### src/rtl/disparity_writer.sv
`default_nettype none
// ============================================================================
//  Module      : disparity_writer
//  Description : Converts a 6-bit disparity stream to 8-bit grayscale, tracks
//                the raster position, packs four pixels per 32-bit word,
//                queues the words in a FIFO and writes them to the frame
//                buffer over an Avalon-MM write master.
//  Revision    : 1.0  initial release
// ============================================================================
module disparity_writer #(
  parameter int          DISP_BITS  = 6,
  parameter int          IMG_W      = 640,
  parameter int          IMG_H      = 480,
  parameter logic [31:0] BASE_ADDR  = 32'h0000_0000,
  parameter int          FIFO_DEPTH = 16
) (
  input  logic                          clk,
  input  logic                          reset,
  input  logic                          frame_start,
  input  logic                          disparity_val,
  input  logic [DISP_BITS-1:0]          disparity,
  output logic [31:0]                   avm_address,
  output logic [31:0]                   avm_writedata,
  output logic [3:0]                    avm_byteenable,
  output logic                          avm_write,
  input  logic                          avm_waitrequest,
  output logic [9:0]                    pixel_x,
  output logic [9:0]                    pixel_y,
  output logic [$clog2(FIFO_DEPTH):0]   fifo_level,
  output logic                          overflow,
  output logic                          frame_done
);

  localparam int         c_ptr_w   = $clog2(FIFO_DEPTH);
  localparam int         c_lvl_w   = c_ptr_w + 1;
  localparam int         c_entry_w = 1 + 32 + 32;
  localparam logic [9:0] c_x_last  = 10'(IMG_W - 1);
  localparam logic [9:0] c_y_last  = 10'(IMG_H - 1);
  localparam logic [c_lvl_w-1:0] c_lvl_full = c_lvl_w'(FIFO_DEPTH);

  // Expand a disparity to 8 bits by repeating its MSBs into the low bits,
  // so zero maps to 0x00 and full scale maps to 0xFF.
  function automatic logic [7:0] f_gray(input logic [DISP_BITS-1:0] d);
    logic [7:0] g;
    g = '0;
    for (int i = 0; i < 8; i++) begin
      g[7-i] = d[DISP_BITS-1-(i % DISP_BITS)];
    end
    return g;
  endfunction

  // Registered state
  logic [9:0]           r_pixel_x;
  logic [9:0]           r_pixel_y;
  logic [23:0]          r_pack;      // byte lanes 0..2 of the word being built
  logic [31:0]          r_addr;
  logic [c_entry_w-1:0] r_mem [FIFO_DEPTH];
  logic [c_ptr_w-1:0]   r_wr_ptr;
  logic [c_ptr_w-1:0]   r_rd_ptr;
  logic [c_lvl_w-1:0]   r_level;
  logic                 r_overflow;
  logic                 r_frame_done;

  // Combinational
  logic [9:0]           w_cur_x;
  logic [9:0]           w_cur_y;
  logic [23:0]          w_cur_pack;
  logic [31:0]          w_cur_addr;
  logic [1:0]           w_lane;
  logic [7:0]           w_gray;
  logic                 w_push;
  logic                 w_last;
  logic [c_entry_w-1:0] w_push_entry;
  logic [c_entry_w-1:0] w_head;
  logic                 w_empty;
  logic                 w_full;
  logic                 w_pop;
  logic                 w_push_ok;
  logic                 w_drop;

  // A frame_start in the same cycle as a pixel makes that pixel (0,0),
  // so the effective position/pack/address are the cleared values.
  always_comb begin
    w_cur_x    = frame_start ? 10'd0 : r_pixel_x;
    w_cur_y    = frame_start ? 10'd0 : r_pixel_y;
    w_cur_pack = frame_start ? 24'd0 : r_pack;
    w_cur_addr = frame_start ? BASE_ADDR : r_addr;
    w_lane     = w_cur_x[1:0];
    w_gray     = f_gray(disparity);
    w_push     = disparity_val && (w_lane == 2'd3);
    w_last     = (w_cur_x == c_x_last) && (w_cur_y == c_y_last);
    w_push_entry = {w_last, w_cur_addr, w_gray, w_cur_pack};
  end

  // FIFO status and handshake; a full FIFO still accepts a push when the
  // head is leaving in the same cycle.
  always_comb begin
    w_head    = r_mem[r_rd_ptr];
    w_empty   = (r_level == '0);
    w_full    = (r_level == c_lvl_full);
    w_pop     = !w_empty && !avm_waitrequest;
    w_push_ok = w_push && (!w_full || w_pop);
    w_drop    = w_push && w_full && !w_pop;
  end

  // Raster position of the next expected pixel
  always_ff @(posedge clk) begin
    if (reset) begin
      r_pixel_x <= 10'd0;
      r_pixel_y <= 10'd0;
    end else if (disparity_val) begin
      if (w_cur_x == c_x_last) begin
        r_pixel_x <= 10'd0;
        r_pixel_y <= (w_cur_y == c_y_last) ? 10'd0 : w_cur_y + 10'd1;
      end else begin
        r_pixel_x <= w_cur_x + 10'd1;
        r_pixel_y <= w_cur_y;
      end
    end else if (frame_start) begin
      r_pixel_x <= 10'd0;
      r_pixel_y <= 10'd0;
    end
  end

  // Collect the first three grayscale bytes of each word (little-endian)
  always_ff @(posedge clk) begin
    if (reset) begin
      r_pack <= 24'd0;
    end else if (disparity_val) begin
      r_pack <= w_cur_pack;
      case (w_lane)
        2'd0:    r_pack[7:0]   <= w_gray;
        2'd1:    r_pack[15:8]  <= w_gray;
        2'd2:    r_pack[23:16] <= w_gray;
        default: ;
      endcase
    end else if (frame_start) begin
      r_pack <= 24'd0;
    end
  end

  // Word address: advances per completed word, wraps after the frame's last
  // word; it advances even when the word is dropped.
  always_ff @(posedge clk) begin
    if (reset) begin
      r_addr <= BASE_ADDR;
    end else if (w_push) begin
      r_addr <= w_last ? BASE_ADDR : w_cur_addr + 32'd4;
    end else if (frame_start) begin
      r_addr <= BASE_ADDR;
    end
  end

  // FIFO storage; contents are don't-care outside the occupied range
  always_ff @(posedge clk) begin
    if (w_push_ok) begin
      r_mem[r_wr_ptr] <= w_push_entry;
    end
  end

  // FIFO pointers and occupancy
  always_ff @(posedge clk) begin
    if (reset) begin
      r_wr_ptr <= '0;
      r_rd_ptr <= '0;
      r_level  <= '0;
    end else begin
      if (w_push_ok) r_wr_ptr <= r_wr_ptr + 1'b1;
      if (w_pop)     r_rd_ptr <= r_rd_ptr + 1'b1;
      r_level <= r_level + c_lvl_w'(w_push_ok) - c_lvl_w'(w_pop);
    end
  end

  // Sticky overflow and end-of-frame pulse on acceptance of the last word
  always_ff @(posedge clk) begin
    if (reset) begin
      r_overflow   <= 1'b0;
      r_frame_done <= 1'b0;
    end else begin
      if (w_drop) r_overflow <= 1'b1;
      r_frame_done <= w_pop && w_head[c_entry_w-1];
    end
  end

  assign avm_write      = !w_empty;
  assign avm_address    = w_head[63:32];
  assign avm_writedata  = w_head[31:0];
  assign avm_byteenable = 4'hF;
  assign pixel_x        = r_pixel_x;
  assign pixel_y        = r_pixel_y;
  assign fifo_level     = r_level;
  assign overflow       = r_overflow;
  assign frame_done     = r_frame_done;

endmodule
`default_nettype wire

### config.mk
export PLATFORM = sky130hd
export DESIGN_NAME = disparity_writer
export DESIGN_NICKNAME = d
export VERILOG_FILES = /design/src/rtl/disparity_writer.sv
export SDC_FILE = /design/constraint.sdc
export NUM_CORES = 1
export LEC_CHECK = 0
export ABC_AREA = 1
export BUFFER_PORTS_ARGS = -buffer_cell sky130_fd_sc_hd__buf_2
export CORE_MARGIN = 2
export CORE_UTILIZATION = 56
export DETAILED_ROUTE_END_ITERATION = 8
export MAX_ROUTING_LAYER = met4
export PLACE_DENSITY = 0.75
export SETUP_SLACK_MARGIN = 0.15
export SLEW_MARGIN = 40
export SYNTH_ARGS = -nofsm -noshare
export SYNTH_HDL_FRONTEND = slang
export SYNTH_SLANG_ARGS = --single-unit
### constraint.sdc
create_clock -name clk -period 5.1 [get_ports clk]
set_input_delay 0.765 -clock clk [delete_from_list [all_inputs] [get_ports clk]]
set_output_delay 0.765 -clock clk [all_outputs]
set_load 0.005 [all_outputs]
==> Word-level counts from Yosys, hierarchy flattened <==
Memory sizes are Yosys's and may differ from the RTL's. A register that Yosys moved wholly into a read port is not among the register bits.
Index checks and enable logic that the tools add are counted.
{ "classes": {"n_addsub": 7, "n_eq_ne": 6, "n_mux": 19, "reduce_logical": 14} }
{ "ops": {"columns": ["operator", "count"], "rows": [
  ["$mux W32", 3],
  ["$mux W10", 7],
  ["$mux W24", 2],
  ["$add A32 B3 Y32 const B", 1],
  ["$mux W8", 3],
  ["$add A10 B1 Y10 const B", 2],
  ["$eq A10 B10 Y1 const B", 1],
  ["$eq A10 B9 Y1 const B", 1],
  ["$add A4 B1 Y4 const B", 2],
  ["$mux W4", 2],
  ["$logic_and A1 B1 Y1", 7],
  ["$add A5 B1 Y5", 1],
  ["$eq A5 B5 Y1 const B", 1],
  ["$logic_not A5 Y1", 1],
  ["$sub A5 B1 Y5", 1],
  ["$eq A2 B2 Y1 const B", 2],
  ["$logic_not A1 Y1", 4],
  ["$eq A2 B1 Y1 const B", 1],
  ["$logic_not A2 Y1", 1],
  ["$mux W1", 2],
  ["$logic_or A1 B1 Y1", 1]
]} }
{ "word_totals": {"register_bits": 91, "ramBits": 1040, "in_bits": 11, "word_cells": 56, "mem_count": 1} }
{ "mem_list": {"columns": ["name", "words", "word_bits", "read_ports", "rd_clocked_by_memory_dff", "wr", "line", "rtl"], "rows": [
  ["r_mem", 16, 65, 1, 1, 1, "57", "logic [c_entry_w-1:0] r_mem [FIFO_DEPTH];"]
]} }

==> Logic depth before layout (Yosys ltp) <==
Gate-level depths: netlist of run 1.
{ "depth": {"ltp_word": 7, "ltp_mapped": 18, "mapped_depth_nobuf": 15} }

==> Least setup slack after synthesis of run 1 <==
No wires, ideal clock.
{ "synth_path": {"path_kind": "input -> register", "startpoint": "in frame_start", "endpoint": "mem r_mem[11][0] (netlist name), enable pin", "setup_ns": 0.484, "t_arrival_ns": 4.838, "t_required_ns": 4.616, "slack_ns": -0.222, "cell_stages": 13, "n_path_buf": 3, "cell_sequence": "buf_6 -> inv_8 -> buf_6 -> buf_6 -> nand2_1 -> inv_1 -> ha_1 -> nand2_4 -> clkinv_4 -> nand2_1 -> inv_1 -> nand3_1 -> nor2_1"} }
{ "synth_between": {"elab_chain_len": 6} }
{ "synth_lines": {"columns": ["element", "line", "rtl"], "rows": [
  ["start: declaration", "19", "input logic frame_start,"],
  ["$mux W10", null, null],
  ["$eq A2 B2 Y1", "90", "w_push = disparity_val && (w_lane == 2'd3);"],
  ["$logic_and A1 B1 Y1", "90", null],
  ["$logic_and A1 B1 Y1", "102", "w_push_ok = w_push && (!w_full || w_pop);"],
  ["$mux W1", "156", "if (w_push_ok) begin"],
  ["$mux W1 (implied by the code)", "157", "r_mem[r_wr_ptr] <= w_push_entry;"],
  ["end: declaration", "57", null]
]} }
No other way between the ends.

==> results of run 1 <==
## placed cells by master, fill, tap and decap left out, types with 4 or more instances in the layout
cell	instances
inv_1	120
xor2_1	9
clkinvlp_4	4
o221ai_1	205
dfxtp_4	4
bufinv_16	19
clkinv_1	17
nor3_1	11
xnor2_1	4
nor2_2	44
nand3_1	117
edfxtp_1	1008
a21oi_1	38
buf_12	19
buf_4	30
nand2_2	12
o21ai_0	539
dfxtp_1	91
buf_2	101
nand2_1	192
nand4_1	12
conb_1	4
inv_2	10
clkbuf_8	4
o22ai_1	47
clkbuf_1	19
ha_1	17
nor2_1	634
clkinv_2	20
o211ai_1	43
nor2_4	32
clkbuf_16	106
## metrics by stage
stage	TNS (ps)	power (mW)	util [%]
after global routing	0	22.3	63.6
final	0	21.5	63.6
after global placement	0	13.4	58.7
after detailed placement	0	13.5	58.8
after CTS	0	21.6	63.5
after floorplan	-209730	12.3	-
## registers in the layout, indices dropped and copies added (netlist names), named ones only
signal	flops
fifo_level	5
frame_done	1
overflow	1
pixel_x	10
pixel_y	10
r_addr	32
r_mem	1008
r_pack	24
r_rd_ptr	4
r_wr_ptr	4
## metal layers
layer	GRT usage, %	vias up	wire, µm
li1	-	12806	-
met1	36.0	14023	42800
met2	43.4	1448	51800
met3	3.43	216	9380
met4	9.16	0	3000
met5	-	-	0
## final timing paths
check        slack (ps)  depth (start not counted)         endpoint   startpoint
max reg2reg        1900                         10     r_mem[6][31]   pixel_x[0]
min                 470                          2         register  r_rd_ptr[2]
max                1040                          7  avm_address[27]     register
min reg2reg         470                          2         register  r_rd_ptr[2]
## power by group through the flow
stage	Clock, mW	Sequential (mW)	Combinational [mW]
CTS	8.28	9.88	3.42
detailed placement	0	10.1	3.38
global route	8.64	9.89	3.76
floorplan	0	10.0	2.26
finish	8.20	9.88	3.41
global placement	0	10.1	3.29
## layout make-up
cell class | count | area [µm²] | share of cell area (%)
flip-flops and latches | 1103 | 32200 | 65.3
multi-input cells | 1984 | 10400 | 21.2
clock buffers | 129 | 2780 | 5.63
well taps | 1040 | 1300 | 2.64
repair buffers | 154 | 1190 | 2.41
clock inverters | 68 | 896 | 1.82
inverters | 136 | 539 | 1.09
## tightest hold or removal path, stage by stage, from the launching register on
cell	delay (ps)
dfxtp_1	320
inv_1	50
a21oi_1	60
## kinds of logic after synthesis
| logic type | after synthesis | share of synthesized area [%] |
|---|---|---|
| AND/OR/NAND/NOR | 1070 | 10.3 |
| adder cells (fa/ha/maj) | 18 | 0.530 |
| XOR/XNOR | 13 | 0.259 |
| AO/OA/AOI/OAI | 879 | 12.2 |
| other | 1 | 0.00854 |
| buffers and inverters | 367 | 3.50 |
| flip-flops | 1103 | 73.2 |
==> flow_metrics.env, run 1 <==
export IMPL_fp_dieH_um=284
export IMPL_min_path_type="reg2reg"
export IMPL_synth_seq_cells=1103
export IMPL_fin_skew_ps=36.3
export IMPL_final_area_um2=49300
export IMPL_place_hpwl_um=55600
export IMPL_start_util_pct=56.6
export IMPL_finalHoldViolCount=0
export IMPL_switchingPower_mw=5.81
export IMPL_cts_max_path_buffers=3
export IMPL_coreArea_um2=77600
export IMPL_grt_antenna_before_repair=0
export IMPL_grt_usage_pct=27.0
export IMPL_vias_per_cell=6.18
export IMPL_rsz0062_at_grt="false"
export IMPL_yosysSeqAreaShare_pct=73.2
export IMPL_numClockSinks=1103
export IMPL_switching_share_pct=27.0
export IMPL_die_w_um=284
export IMPL_vias=28493
export IMPL_firstDrtPassIters=5
export IMPL_max_stage_delay_ps=660
export IMPL_synth_top_area_cell="edfxtp_1"
export IMPL_status="complete, no violations"
export IMPL_first_iter_violations=3814
export IMPL_period_needed_ps=4060
export IMPL_pwr_share_seq_pct=46.0
export IMPL_dp_slack_ps=1110
export IMPL_cts_hold_buf=0
export IMPL_path_clk_slew_ps=60
export IMPL_worst_slack_ps=1040
export IMPL_post_cts_resized=0
export IMPL_cts_tree="yes"
export IMPL_synth_common_cells="1008 x edfxtp_1, 678 x nor2_1, 539 x o21ai_0"
export IMPL_crit_chain="buf_12 > buf_16 > o21ai_0 > o221ai_1 > nand3_1 > nand2_1 > buf_2"
export IMPL_p_leak_nw=16.5
export IMPL_synth_area_leaders="edfxtp_1 69%, o21ai_0 6.1%, nor2_1 5.8%, dfxtp_1 4.3%, o221ai_1 4.1%"
export IMPL_gp_congestion=0.840
export IMPL_htreeDepth=3
export IMPL_worst_path_max_delay_cell="dfxtp_4"
export IMPL_ios=107
export IMPL_slew_limit_headroom_pct=40.0
export IMPL_synthMostInstantiatedCell="edfxtp_1"
export IMPL_p_int_mw=15.7
export IMPL_required_ps=4340
export IMPL_maxSlewViolCount=0
export IMPL_cp_max_fo=138
export IMPL_drc_errors=0
export IMPL_path_delay_family="buffers and inverters"
export IMPL_syn_area_per_cell_um2=12.7
export IMPL_syn_cell_area_um2=43900
export IMPL_drv_cap=0
export IMPL_worst_pin_slew_ps=900
export IMPL_fmax_mhz=246
export IMPL_place_inst=4417
export IMPL_layoutNonFillerInstCount=4614
export IMPL_wirelength_um=107000
export IMPL_yosys_most_used_dff="edfxtp_1"
export IMPL_clock_root_buffer="clkbuf_16"
export IMPL_synth_edf_count=1008
export IMPL_final_nets=3514
export IMPL_detail_route_antenna_nets=0
export IMPL_synthArstFlopShare_pct=0
export IMPL_grt_pass1_wl_um=163000
export IMPL_path_class="reg2out"
export IMPL_ys_warn_count=0
export IMPL_fp_row_count=102
export IMPL_grt_pass1_vias=27991
export IMPL_postSynthCellCount=3451
export IMPL_area_growth_pct=12.3
export IMPL_pwr_share_clk_pct=38.2
export IMPL_numCtsBuffers=106
export IMPL_cp_start_kind="register"
export IMPL_timing_final_crit_share_pct=79.6
export IMPL_port_buffers=102
export IMPL_cts_setup_buffers=0
export IMPL_drive_above_1_share_pct=12.2
export IMPL_avgRoutedWirePerCell_um=23.2
export IMPL_irDropWorstVdd_mv=0.382
export IMPL_fin_hold_ws_ps=472
export IMPL_grt_remaining_overflow=0
export IMPL_grt_max_degree=139
export IMPL_fillCellCount=5604
export IMPL_synth_top_cell_area_share_pct=68.9
export IMPL_endpoint_kind="primary output"
export IMPL_power_frac_comb_pct=15.9
export IMPL_die_area_um2=80700
export IMPL_setup_viol=0
export IMPL_arrival_ps=3300
export IMPL_dpl_cell_area_um2=45600
export IMPL_power_density_nw_per_um2=436
export IMPL_clk_latency_ps=690
export IMPL_ys_types=43
export IMPL_path_buf_inv=3
export IMPL_n_antenna_cell=0
Power figures use the tool's default switching activity.
==> run 2, diff against run 1 <==
CORE_UTILIZATION = 60   (was 56)
PLACE_DENSITY = 0.77   (was 0.75)
clock period = 4.03 ns   (was 5.1 ns; I/O delays follow)
==> run 2 against run 1 <==
Against the previous run:
- count of clock-buffer cells in the layout up 10
- cell area decreased by 0.35%
- non-clock buffer count up 14
- global-route usage up 2.4 points
- hold slack got worse by 130 ps
- clock skew fell by 12 ps
- worst setup slack worse by 480 ps
- die area decreased by 6.6%
- total power is 23% higher
- sequential share of layout area up 0.23 points
- critical endpoint is now avm_address[20]
- first-iteration DRC count rose by 9.3%
- sequential power rose by 26%
==> flow_metrics.env, run 2 (same netlist as run 1, synthesis figures left out) <==
export IMPL_status="complete, no violations"
export IMPL_cts_setup_buffers=0
export IMPL_numCtsBuffers=105
export IMPL_cp_start_kind="register"
export IMPL_wirelength_um=108000
export IMPL_max_stage_delay_ps=420
export IMPL_path_delay_family="buffers and inverters"
export IMPL_finalHoldViolCount=0
export IMPL_fin_skew_ps=24.0
export IMPL_fmax_mhz=289
export IMPL_largest_register_ffs=1008
export IMPL_min_path_type="in2reg"
export IMPL_layout_commonest_cell="edfxtp_1"
export IMPL_worst_pin_slew_ps=1060
export IMPL_htreeDepth=3
export IMPL_crit_chain="buf_12 > buf_16 > o21ai_0 > o221ai_1 > nand3_1 > nand2_1 > buf_2"
export IMPL_fp_dieH_um=275
export IMPL_firstDrtPassIters=6
export IMPL_fillCellCount=4847
export IMPL_slew_limit_headroom_pct=29.3
export IMPL_numClockSinks=1103
export IMPL_grt_remaining_overflow=0
export IMPL_irDropWorstVdd_mv=0.585
export IMPL_clock_root_buffer="clkbuf_16"
export IMPL_path_clk_slew_ps=60
export IMPL_setup_viol=0
export IMPL_grt_usage_pct=29.4
export IMPL_drc_errors=0
export IMPL_path_class="reg2out"
export IMPL_clk_latency_ps=670
export IMPL_grt_max_degree=218
export IMPL_finalSetupTns_ps=0
export IMPL_p_leak_nw=16.5
export IMPL_cts_tree="yes"
export IMPL_dp_slack_ps=535
export IMPL_endpoint_kind="primary output"
export IMPL_grt_pass1_vias=28286
export IMPL_place_inst=4349
export IMPL_rsz0062_at_grt="false"
export IMPL_gp_congestion=0.866
export IMPL_fin_util_pct=67.6
export IMPL_layoutNonFillerInstCount=4546
export IMPL_grt_antenna_before_repair=0
export IMPL_start_util_pct=60.4
export IMPL_final_cell_mix="1008 x edfxtp_1, 633 x nor2_1, 539 x o21ai_0"
export IMPL_die_area_um2=75400
export IMPL_n_antenna_cell=0
export IMPL_drive_above_1_share_pct=12.6
export IMPL_port_buffers=102
export IMPL_place_hpwl_um=56800
export IMPL_worst_slack_ps=564
export IMPL_maxSlewViolCount=0
export IMPL_die_w_um=275
export IMPL_reg_top3="r_mem x1008, r_addr x32, r_pack x24"
export IMPL_first_iter_violations=4170
export IMPL_final_nets=3527
export IMPL_period_needed_ps=3470
export IMPL_worst_path_max_delay_cell="dfxtp_4"
export IMPL_drv_cap=0
export IMPL_power_density_nw_per_um2=539
export IMPL_path_buf_inv=3
export IMPL_fin_hold_ws_ps=343
export IMPL_fp_row_count=99
export IMPL_cp_max_fo=125
export IMPL_largest_register="r_mem"
export IMPL_required_ps=3430
export IMPL_coreArea_um2=72700
export IMPL_cts_max_path_buffers=3
export IMPL_cts_hold_buf=0
export IMPL_avgRoutedWirePerCell_um=23.7
export IMPL_arrival_ps=2860
export IMPL_detail_route_antenna_nets=0
export IMPL_area_growth_pct=11.9
export IMPL_vias=28948
export IMPL_timing_final_crit_share_pct=86.0
export IMPL_grt_pass1_wl_um=163000
export IMPL_ios=107
export IMPL_vias_per_cell=6.37
export IMPL_post_cts_resized=0
[run 2: per-stage QoR]
| step | total power [mW] | area, µm² |
|---|---|---|
| after CTS | 26.5 | 49100 |
| after global placement | 16.9 | 45600 |
| after global routing | 27.4 | 49200 |
| after floorplan | 15.5 | 44000 |
| after detailed placement | 17.0 | 45700 |
| final | 26.5 | 49200 |
[run 2: metal layers]
layer  share of wire (%)  wire length, µm  GRT usage (%)  vias up
met2                  48            52200           46.4     1642
met1                  39            42100           39.2    14235
met5                   0                0              -        -
li1                    -                -              -    12840
met4                 3.1             3310           10.7        0
met3                 9.3            10000           4.46      231
[run 2: final timing paths]
kind / endpoint / cells after the start / slack (ps) / from
max: avm_address[20] / 7 / 560 / register
min: r_rd_ptr[0] / 5 / 340 / avm_waitrequest
max reg2reg: r_mem[1][27] / 10 / 1020 / pixel_x[0]
min reg2reg: register / 2 / 470 / r_rd_ptr[2]
[run 2: final cells by class]
cell class,count,area [µm²],area share [%]
flip-flops and latches,1103,32200,65.5
multi-input cells,1984,10400,21.2
clock buffers,139,2920,5.94
repair buffers,168,1390,2.82
well taps,959,1200,2.44
inverters,136,539,1.10
clock inverters,57,485,0.988
[run 2: worst min-delay path, delay by kind of cell]
kind                   cells  cell delay (ps)
and+or+nand+nor            3              250
buffers and inverters      2              120
[run 2: where the power goes]
group	switching, mW	internal (mW)	total (mW)	leakage (nW)
Sequential	0.0569	12.4	12.4	10.3
Clock	4.14	5.48	9.62	1.67
Combinational	3.07	1.33	4.41	4.57
